[src/rtl/alu_issue_ctrl.sv]
// Sequential issue controller: accepts R-type ops, drives the external 8-op ALU, returns the result.
// Optional build macro ALU_ZERO_FLAG_EN adds the registered rsp_zero output.
module alu_issue_ctrl #(
  parameter int unsigned TAG_W = 4,
  parameter int unsigned CNT_W = 16
) (
  input  logic             clk,
  input  logic             reset,
  input  logic             req_valid,
  output logic             req_ready,
  input  logic [5:0]       req_funct,
  input  logic [31:0]      req_a,
  input  logic [31:0]      req_b,
  input  logic [TAG_W-1:0] req_tag,
  output logic [31:0]      alu_a,
  output logic [31:0]      alu_b,
  output logic [2:0]       alu_sel,
  input  logic [31:0]      alu_out,
  output logic             rsp_valid,
  input  logic             rsp_ready,
  output logic [31:0]      rsp_result,
  output logic [TAG_W-1:0] rsp_tag,
  output logic             rsp_illegal,
`ifdef ALU_ZERO_FLAG_EN
  output logic             rsp_zero,
`endif
  output logic [CNT_W-1:0] op_count
);

  typedef enum logic [1:0] {IDLE, EXEC, RESP} state_t;

  state_t           state_q, state_d;
  logic [2:0]       dec_sel;
  logic             dec_illegal;
  logic [TAG_W-1:0] tag_q;
  logic             illegal_q;
  logic [31:0]      result_d;
  logic             accept;
  logic             handoff;

  // R-type funct to ALU select; unsupported functs run as AND and are flagged
  always_comb begin
    dec_sel     = 3'b000;
    dec_illegal = 1'b0;
    case (req_funct)
      6'h24:        dec_sel = 3'b000;
      6'h25:        dec_sel = 3'b001;
      6'h20, 6'h21: dec_sel = 3'b010;
      6'h26:        dec_sel = 3'b011;
      6'h22, 6'h23: dec_sel = 3'b100;
      6'h02:        dec_sel = 3'b101;
      6'h00:        dec_sel = 3'b110;
      6'h27:        dec_sel = 3'b111;
      default:      dec_illegal = 1'b1;
    endcase
  end

  assign accept   = (state_q == IDLE) && req_valid && req_ready;
  assign handoff  = (state_q == RESP) && rsp_valid && rsp_ready;
  assign result_d = illegal_q ? 32'h0 : alu_out;

  // Next-state logic
  always_comb begin
    state_d = state_q;
    case (state_q)
      IDLE:    if (accept) state_d = EXEC;
      EXEC:    state_d = RESP;
      RESP:    if (handoff) state_d = IDLE;
      default: state_d = IDLE;
    endcase
  end

  always_ff @(posedge clk) begin
    if (reset) begin
      state_q <= IDLE;
    end else begin
      state_q <= state_d;
    end
  end

  // Handshake flags follow the next state so they are valid from the first cycle of each state
  always_ff @(posedge clk) begin
    if (reset) begin
      req_ready <= 1'b1;
      rsp_valid <= 1'b0;
    end else begin
      req_ready <= (state_d == IDLE);
      rsp_valid <= (state_d == RESP);
    end
  end

  // Operand/select registers double as the ALU drive, so they hold outside EXEC
  always_ff @(posedge clk) begin
    if (reset) begin
      alu_a     <= 32'h0;
      alu_b     <= 32'h0;
      alu_sel   <= 3'b000;
      tag_q     <= '0;
      illegal_q <= 1'b0;
    end else if (accept) begin
      alu_a     <= req_a;
      alu_b     <= req_b;
      alu_sel   <= dec_sel;
      tag_q     <= req_tag;
      illegal_q <= dec_illegal;
    end
  end

  always_ff @(posedge clk) begin
    if (reset) begin
      rsp_result  <= 32'h0;
      rsp_tag     <= '0;
      rsp_illegal <= 1'b0;
`ifdef ALU_ZERO_FLAG_EN
      rsp_zero    <= 1'b0;
`endif
    end else if (state_q == EXEC) begin
      rsp_result  <= result_d;
      rsp_tag     <= tag_q;
      rsp_illegal <= illegal_q;
`ifdef ALU_ZERO_FLAG_EN
      rsp_zero    <= (result_d == 32'h0);
`endif
    end
  end

  // Saturating count of handed-off responses
  always_ff @(posedge clk) begin
    if (reset) begin
      op_count <= '0;
    end else if (handoff && (op_count != {CNT_W{1'b1}})) begin
      op_count <= op_count + CNT_W'(1);
    end
  end

endmodule

[config.mk]
export PLATFORM = sky130hd
export DESIGN_NAME = alu_issue_ctrl
export DESIGN_NICKNAME = d
export VERILOG_FILES = /design/src/rtl/alu_issue_ctrl.sv
export SDC_FILE = /design/constraint.sdc
export NUM_CORES = 1
export LEC_CHECK = 0
export CAP_MARGIN = 25
export CORE_AREA = 2 2 91 137
export CTS_BUF_LIST = sky130_fd_sc_hd__clkbuf_4
export CTS_CLUSTER_DIAMETER = 40
export DETAILED_ROUTE_END_ITERATION = 8
export DIE_AREA = 0 0 93 139
export GPL_TIMING_DRIVEN = 0
export PLACE_DENSITY = 0.81
export SYNTH_ARGS = -nofsm -noshare
export SYNTH_HDL_FRONTEND = slang
export SYNTH_SLANG_ARGS = --single-unit
export TNS_END_PERCENT = 30
[constraint.sdc]
create_clock -name clk -period 2 [get_ports clk]
set_input_delay 0.6 -clock clk [delete_from_list [all_inputs] [get_ports clk]]
set_output_delay 0.6 -clock clk [all_outputs]
set_load 0.005 [all_outputs]
# Word-level counts from Yosys, hierarchy flattened
# Cells that the tools add are included.
# W data, S select, Z words.
# word_totals
ramBits,0
latch_bits,0
mem_count,0
register_bits,129
input_bits,110
rom_bits,0
out_inout_bits,122
wordCells,43
# classes
n_lt_le_gt_ge,0
mul,0
n_reduce_logical,11
shifts,0
add_sub_neg,1
bitwise_logic,0
n_mux,6
n_eq_ne,13
n_div,0
# ops
cell,count
$eq A6 B6 Y1 const B,8
$mux W32,1
$pmux W3 S7,1
$add A16 B1 Y16 const B,1
$ne A16 B16 Y1 const B,1
$reduce_or A10 Y1,1
$eq A6 B2 Y1 const B,1
$logic_not A6 Y1,1
$pmux W2 S3,1
$logic_and A1 B1 Y1,5
$eq A2 B2 Y1 const B,2
$logic_not A2 Y1,2
$mux W2,2
$reduce_or A2 Y1,2
$eq A2 B1 Y1 const B,1
$mux W1,1

# Logic depth before layout (Yosys ltp)
# Gate-level depths: netlist of the first run.
# logic_depth
word_depth,6
ltp_mapped,6
ltp_nobuf,5

# Least setup slack after synthesis of the first run
# OpenSTA, ideal clock, no wires.
# synth_timing
kind,input to register
startpoint,in rsp_ready
endpoint,reg op_count[13]
t_required_ns,1.930
setup_time_ns,0.070
t_arrival_ns,1.657
path_buffers,2
path_stages,6
slack_ns,0.272
cell_sequence,and4b_1 -> buf_4 -> nand3_2 -> buf_2 -> or4_1 -> a21oi_1
# synth_between
elab_chain_len,2
# synth_rtl
element,line,source
"start, declared",20,"input logic rsp_ready,"
$logic_and A1 B1 Y1,59,assign handoff = (state_q == RESP) && rsp_valid && rsp_ready;
$logic_and A1 B1 Y1,131,end else if (handoff && (op_count != {CNT_W{1'b1}})) begin
"end signal, assigned",132,op_count <= op_count + CNT_W'(1);
"end, declared",27,output logic [CNT_W-1:0] op_count
# Every way passes these cells.
# A chain may end at the register's enable or synchronous reset.

# Worst setup path in the final report of the first run
# layout_timing
startpoint,in rsp_ready
endpoint,reg op_count[11]
# The elaborated chain is that of the path after synthesis.

==> Implementation_results.wiki, run 1 <==
{| class="wikitable"
! Metric !! Value
|-
| H-tree depth || 4
|-
| Iter 0 DRT Violations || 158
|-
| Hold Crit Start || rsp_result[8]$_SDFFE_PP0N_
|-
| Element type at the critical path start || input port
|-
| Total number of placement rows || 49
|-
| Maximum number of pins on one net before global-route repair || 17
|-
| Maximum clock path buffer count || 2
|-
| Unrepaired setup endpoints after global routing || true
|-
| Max-Cap Viols || 0
|-
| Min Clock Period, post-route || 1.89 ns
|-
| Overall fraction of global-route tracks in use || 25.4%
|-
| Transition at the pin with the smallest max-transition slack || 0.605 ns
|-
| Port Buffer Count || between 200 and 250
|-
| Critical path data required time || 2.47 ns
|-
| Number of setup violations in the final report || 0
|-
| Per-instance average area after synthesis || roughly 8 sq um
|-
| Final HPWL from detailed placement || 12300 microns
|-
| Grt total ovfl || 0
|-
| Initial antenna violation count || 1
|-
| Ranking of synthesized cells by area || sky130_fd_sc_hd__dfxtp_1 53%, sky130_fd_sc_hd__nand2_1 14%, sky130_fd_sc_hd__a21oi_1 13%
|-
| Worst IR drop on VDD || 0.510 mV
|-
| Dpl cells || 979
|-
| Start of the worst register-to-register path || op_count[0]$_SDFFE_PP0P_
|-
| Final cycle utilization of the critical path || 94.3%
|-
| Post-Syn Instances || 595
|-
| Number of synthesized flops with an enable pin || 0
|-
| List of cells traversed by the critical path || clkdlybuf4s50_1 > and4b_1 > buf_4 > nand3_2 > buf_2 > or4_1 > a21oi_1
|-
| Critical R2R Capture || op_count[14]$_SDFFE_PP0P_
|-
| Skew final || 0.0164 ns
|-
| Register-to-Register Setup Slack || 0.14 ns
|-
| Number of hold violations in the final report || 0
|-
| Worst slack after detailed placement || -0.599 ns
|-
| Vertical die dimension || 139 microns
|-
| Data arrival at the endpoint of the critical path || 2.36 ns
|-
| Share of flip-flops with an asynchronous set or reset after synthesis || 0%
|-
| Flop and latch count out of synthesis || 129
|-
| Most used cells in the layout excluding fill and tap cells || 186 x sky130_fd_sc_hd__nand2_1, 122 x sky130_fd_sc_hd__dlygate4sd2_1, 121 x sky130_fd_sc_hd__a21oi_1
|-
| Clock tree from TritonCTS || yes
|-
| Clk root buf || sky130_fd_sc_hd__clkbuf_4
|-
| Startpoint-to-endpoint class of the critical path || input port to flip-flop
|-
| Clk pin slew, worst setup/hold paths || approximately 0.12 ns
|-
| Number of top-level design ports || 232
|-
| Critical-path top delay cell || sky130_fd_sc_hd__clkdlybuf4s50_1
|-
| Syn Std Cell Area || around 0.0048 sq mm
|-
| Largest fanout on the critical path || 10
|-
| Worst path max stage delay || 0.48 ns
|-
| Worst Hold Margin || around 0.46 ns
|-
| Vias in the first global route || ~5500
|-
| Final layout net count || approximately 970
|-
| Total clock buffers created by CTS || 17
|-
| Die area || 0.0129 sq mm
|-
| Placer Congestion || 0.840
|-
| Number of distinct library cell variants in the gate-level netlist after synthesis || 40
|-
| Detailed-route wire length per cell || ~16 microns
|-
| Area share of the largest cell type after synthesis || 53.3%
|-
| Hold/Removal Path Class || flip-flop to flip-flop
|-
| Leakage component of the power || 3.27 nW
|-
| Non-filler instance count after layout || 1027
|-
| First-pass GRT wire length || 26100 microns
|-
| Sink Count || approximately 130
|-
| Area added between synthesis and finish || 59.6%
|-
| Endpoint class of the critical path || flip-flop
|-
| Outcome || complete, no violations
|-
| Max-Slew Margin vs Limit || 59.6%
|-
| Final setup margin || about 0.11 ns
|-
| Area post-placement || 0.00735 sq mm
|-
| Post-route cell area || roughly 0.0077 sq mm
|-
| Detailed-route wire length || 16300 microns
|-
| Worst Hold Path EP || rsp_result[8]$_SDFFE_PP0N_
|-
| Number of DRC violations after detailed routing || 0
|-
| Synthesis warning total || 0
|-
| Number of pins exceeding their max-slew limit in the final report || 0
|-
| Fmax || 530 MHz
|-
| Synthesized net count || between 700 and 800
|-
| Total number of vias || 5233
|-
| Width of the die || 93 microns
|-
| Most common library cell in the layout ignoring fill and taps || sky130_fd_sc_hd__nand2_1
|-
| Seq/Total Area, Yosys || 53.3%
|-
| Proportion of layout cells with a drive suffix above 1 || 16.2%
|-
| Beginning of the critical path || rsp_ready
|-
| R2R depth || 6
|-
| Iteration count of the initial detailed-routing pass || 5
|-
| Residual antenna-violating net count after detailed routing || 0
|-
| Clock latency of the later-clocked register in the worst-skew pair || 0.55 ns
|-
| Initial core utilization || 41.2%
|-
| Area of the core region || 0.0118 sq mm
|-
| Pwr per Cell Area || 733 mW/mm^2
|-
| Worst hold path stage count || 2
|-
| Filler Cells Inserted || approximately 1100
|-
| Main synth FF type || sky130_fd_sc_hd__dfxtp_1
|-
| Cell type with the highest aggregate area in the netlist || sky130_fd_sc_hd__dfxtp_1
|-
| Vias per Instance || 5.10
|}
synthesized netlist by cell type (all sizes together), types with 2 or more instances:
master and n:
nand4 5, and3 2, o21ai 6, clkbuf 39
inv 4, nand2b 3, nor3 2, buf 5
o31ai 8, dfxtp 129, nand2 186, nand3 9
nor2 9, nor2b 4, a21oi 122, or3 4
o211ai 2, or4 7, nand3b 33
power breakdown:
group          internal [mW]  total [mW]  leakage [nW]  switching [mW]
clock                  0.753        1.81         0.143            1.05
combinational          0.511        1.02          2.03           0.514
sequential              2.75        2.84          1.09          0.0918
routing by layer:
layer | part of all wire [%] | vias up | track usage (%)
li1 | - | 2557 | -
met1 | 36 | 2426 | 25.3
met2 | 53 | 190 | 45.8
met3 | 6.1 | 60 | 7.07
met4 | 5.4 | 0 | 15.2
met5 | 0 | - | 0
repair_timing:
item / CTS / global route
setup endpoints to repair: 130 / 67
hold buffers: 0 / 0
resized for setup: 210 / 7
setup buffers: 15 / 0
pin swaps: 0 / 1
endpoints found under the hold margin: 0 / 0
per-stage QoR:
step                      total power, mW  TNS [ns]  utilization, %
final                                5.67         0            65.7
after CTS                            5.71         0            65.6
after detailed placement             4.02    -48.32            62.4
after global routing                 5.96  -0.00541            65.7
after global placement               3.98    -43.97            62.4
after floorplan                      3.32         0               -
sequential cells by signal, summed over array words and instances, names as in the netlist:
name,count
rsp_tag,4
illegal_q,1
rsp_illegal,1
alu_a,32
alu_sel,3
alu_b,32
tag_q,4
state_q,2
rsp_valid,1
op_count,16
req_ready,1
rsp_result,32
area by class of cell:
cell class	instances	area, sq um	share of cell area, %
diodes	1	2.50	0.0324
plain buffers	44	183	2.36
clock buffers	17	128	1.65
clock inverters	15	160	2.07
inverters	4	15.0	0.194
multi-input cells	418	2080	26.9
flip-flops and latches	129	2700	34.9
well taps	153	191	2.48
repair buffers	246	2270	29.4
worst max-delay path by stage:
stage | endpoint | slack (ns)
after floorplan | op_count[13]$_SDFFE_PP0P_ | 0.27
after global placement | alu_a[16]$_SDFFE_PP0P_ | -0.56
after detailed placement | alu_a[15]$_SDFFE_PP0P_ | -0.60
after CTS | alu_b[29]$_SDFFE_PP0P_ | 0.04
after global routing | rsp_result[30]$_SDFFE_PP0N_ | -0.005
final | op_count[11]$_SDFFE_PP0P_ | 0.11
worst max-delay path: cells and delay by family:
kind | cells | cell delay, ns
buffers and inverters | 3 | 0.84
AND/OR/NAND/NOR | 3 | 0.76
AO/OA/AOI/OAI | 1 | 0.16
logic make-up (layout without fill, tap and decap cells):
logic type,after synthesis,after routing,share of synthesized area (%)
adder cells (fa/ha/maj),1,1,0.258
AO/OA/AOI/OAI,142,142,15.6
multiplexers,2,2,0.439
flip-flops,129,129,53.3
buffers and inverters,48,326,4.00
other,0,1,0
AND/OR/NAND/NOR,273,273,26.4
No activity file was read; power rests on OpenSTA's default activity.
==> run 2, diff against run 1 <==
--- a/config.mk
+++ b/config.mk
@@ -5,7 +5,7 @@
 export SDC_FILE = /design/constraint.sdc
 export NUM_CORES = 1
 export LEC_CHECK = 0
-export CAP_MARGIN = 25
+export CAP_MARGIN = 15
 export CORE_AREA = 2 2 91 137
 export CTS_BUF_LIST = sky130_fd_sc_hd__clkbuf_4
 export CTS_CLUSTER_DIAMETER = 40
==> results of run 2 <==
No change in the layout: final DEF, timing and power equal those of run 1.
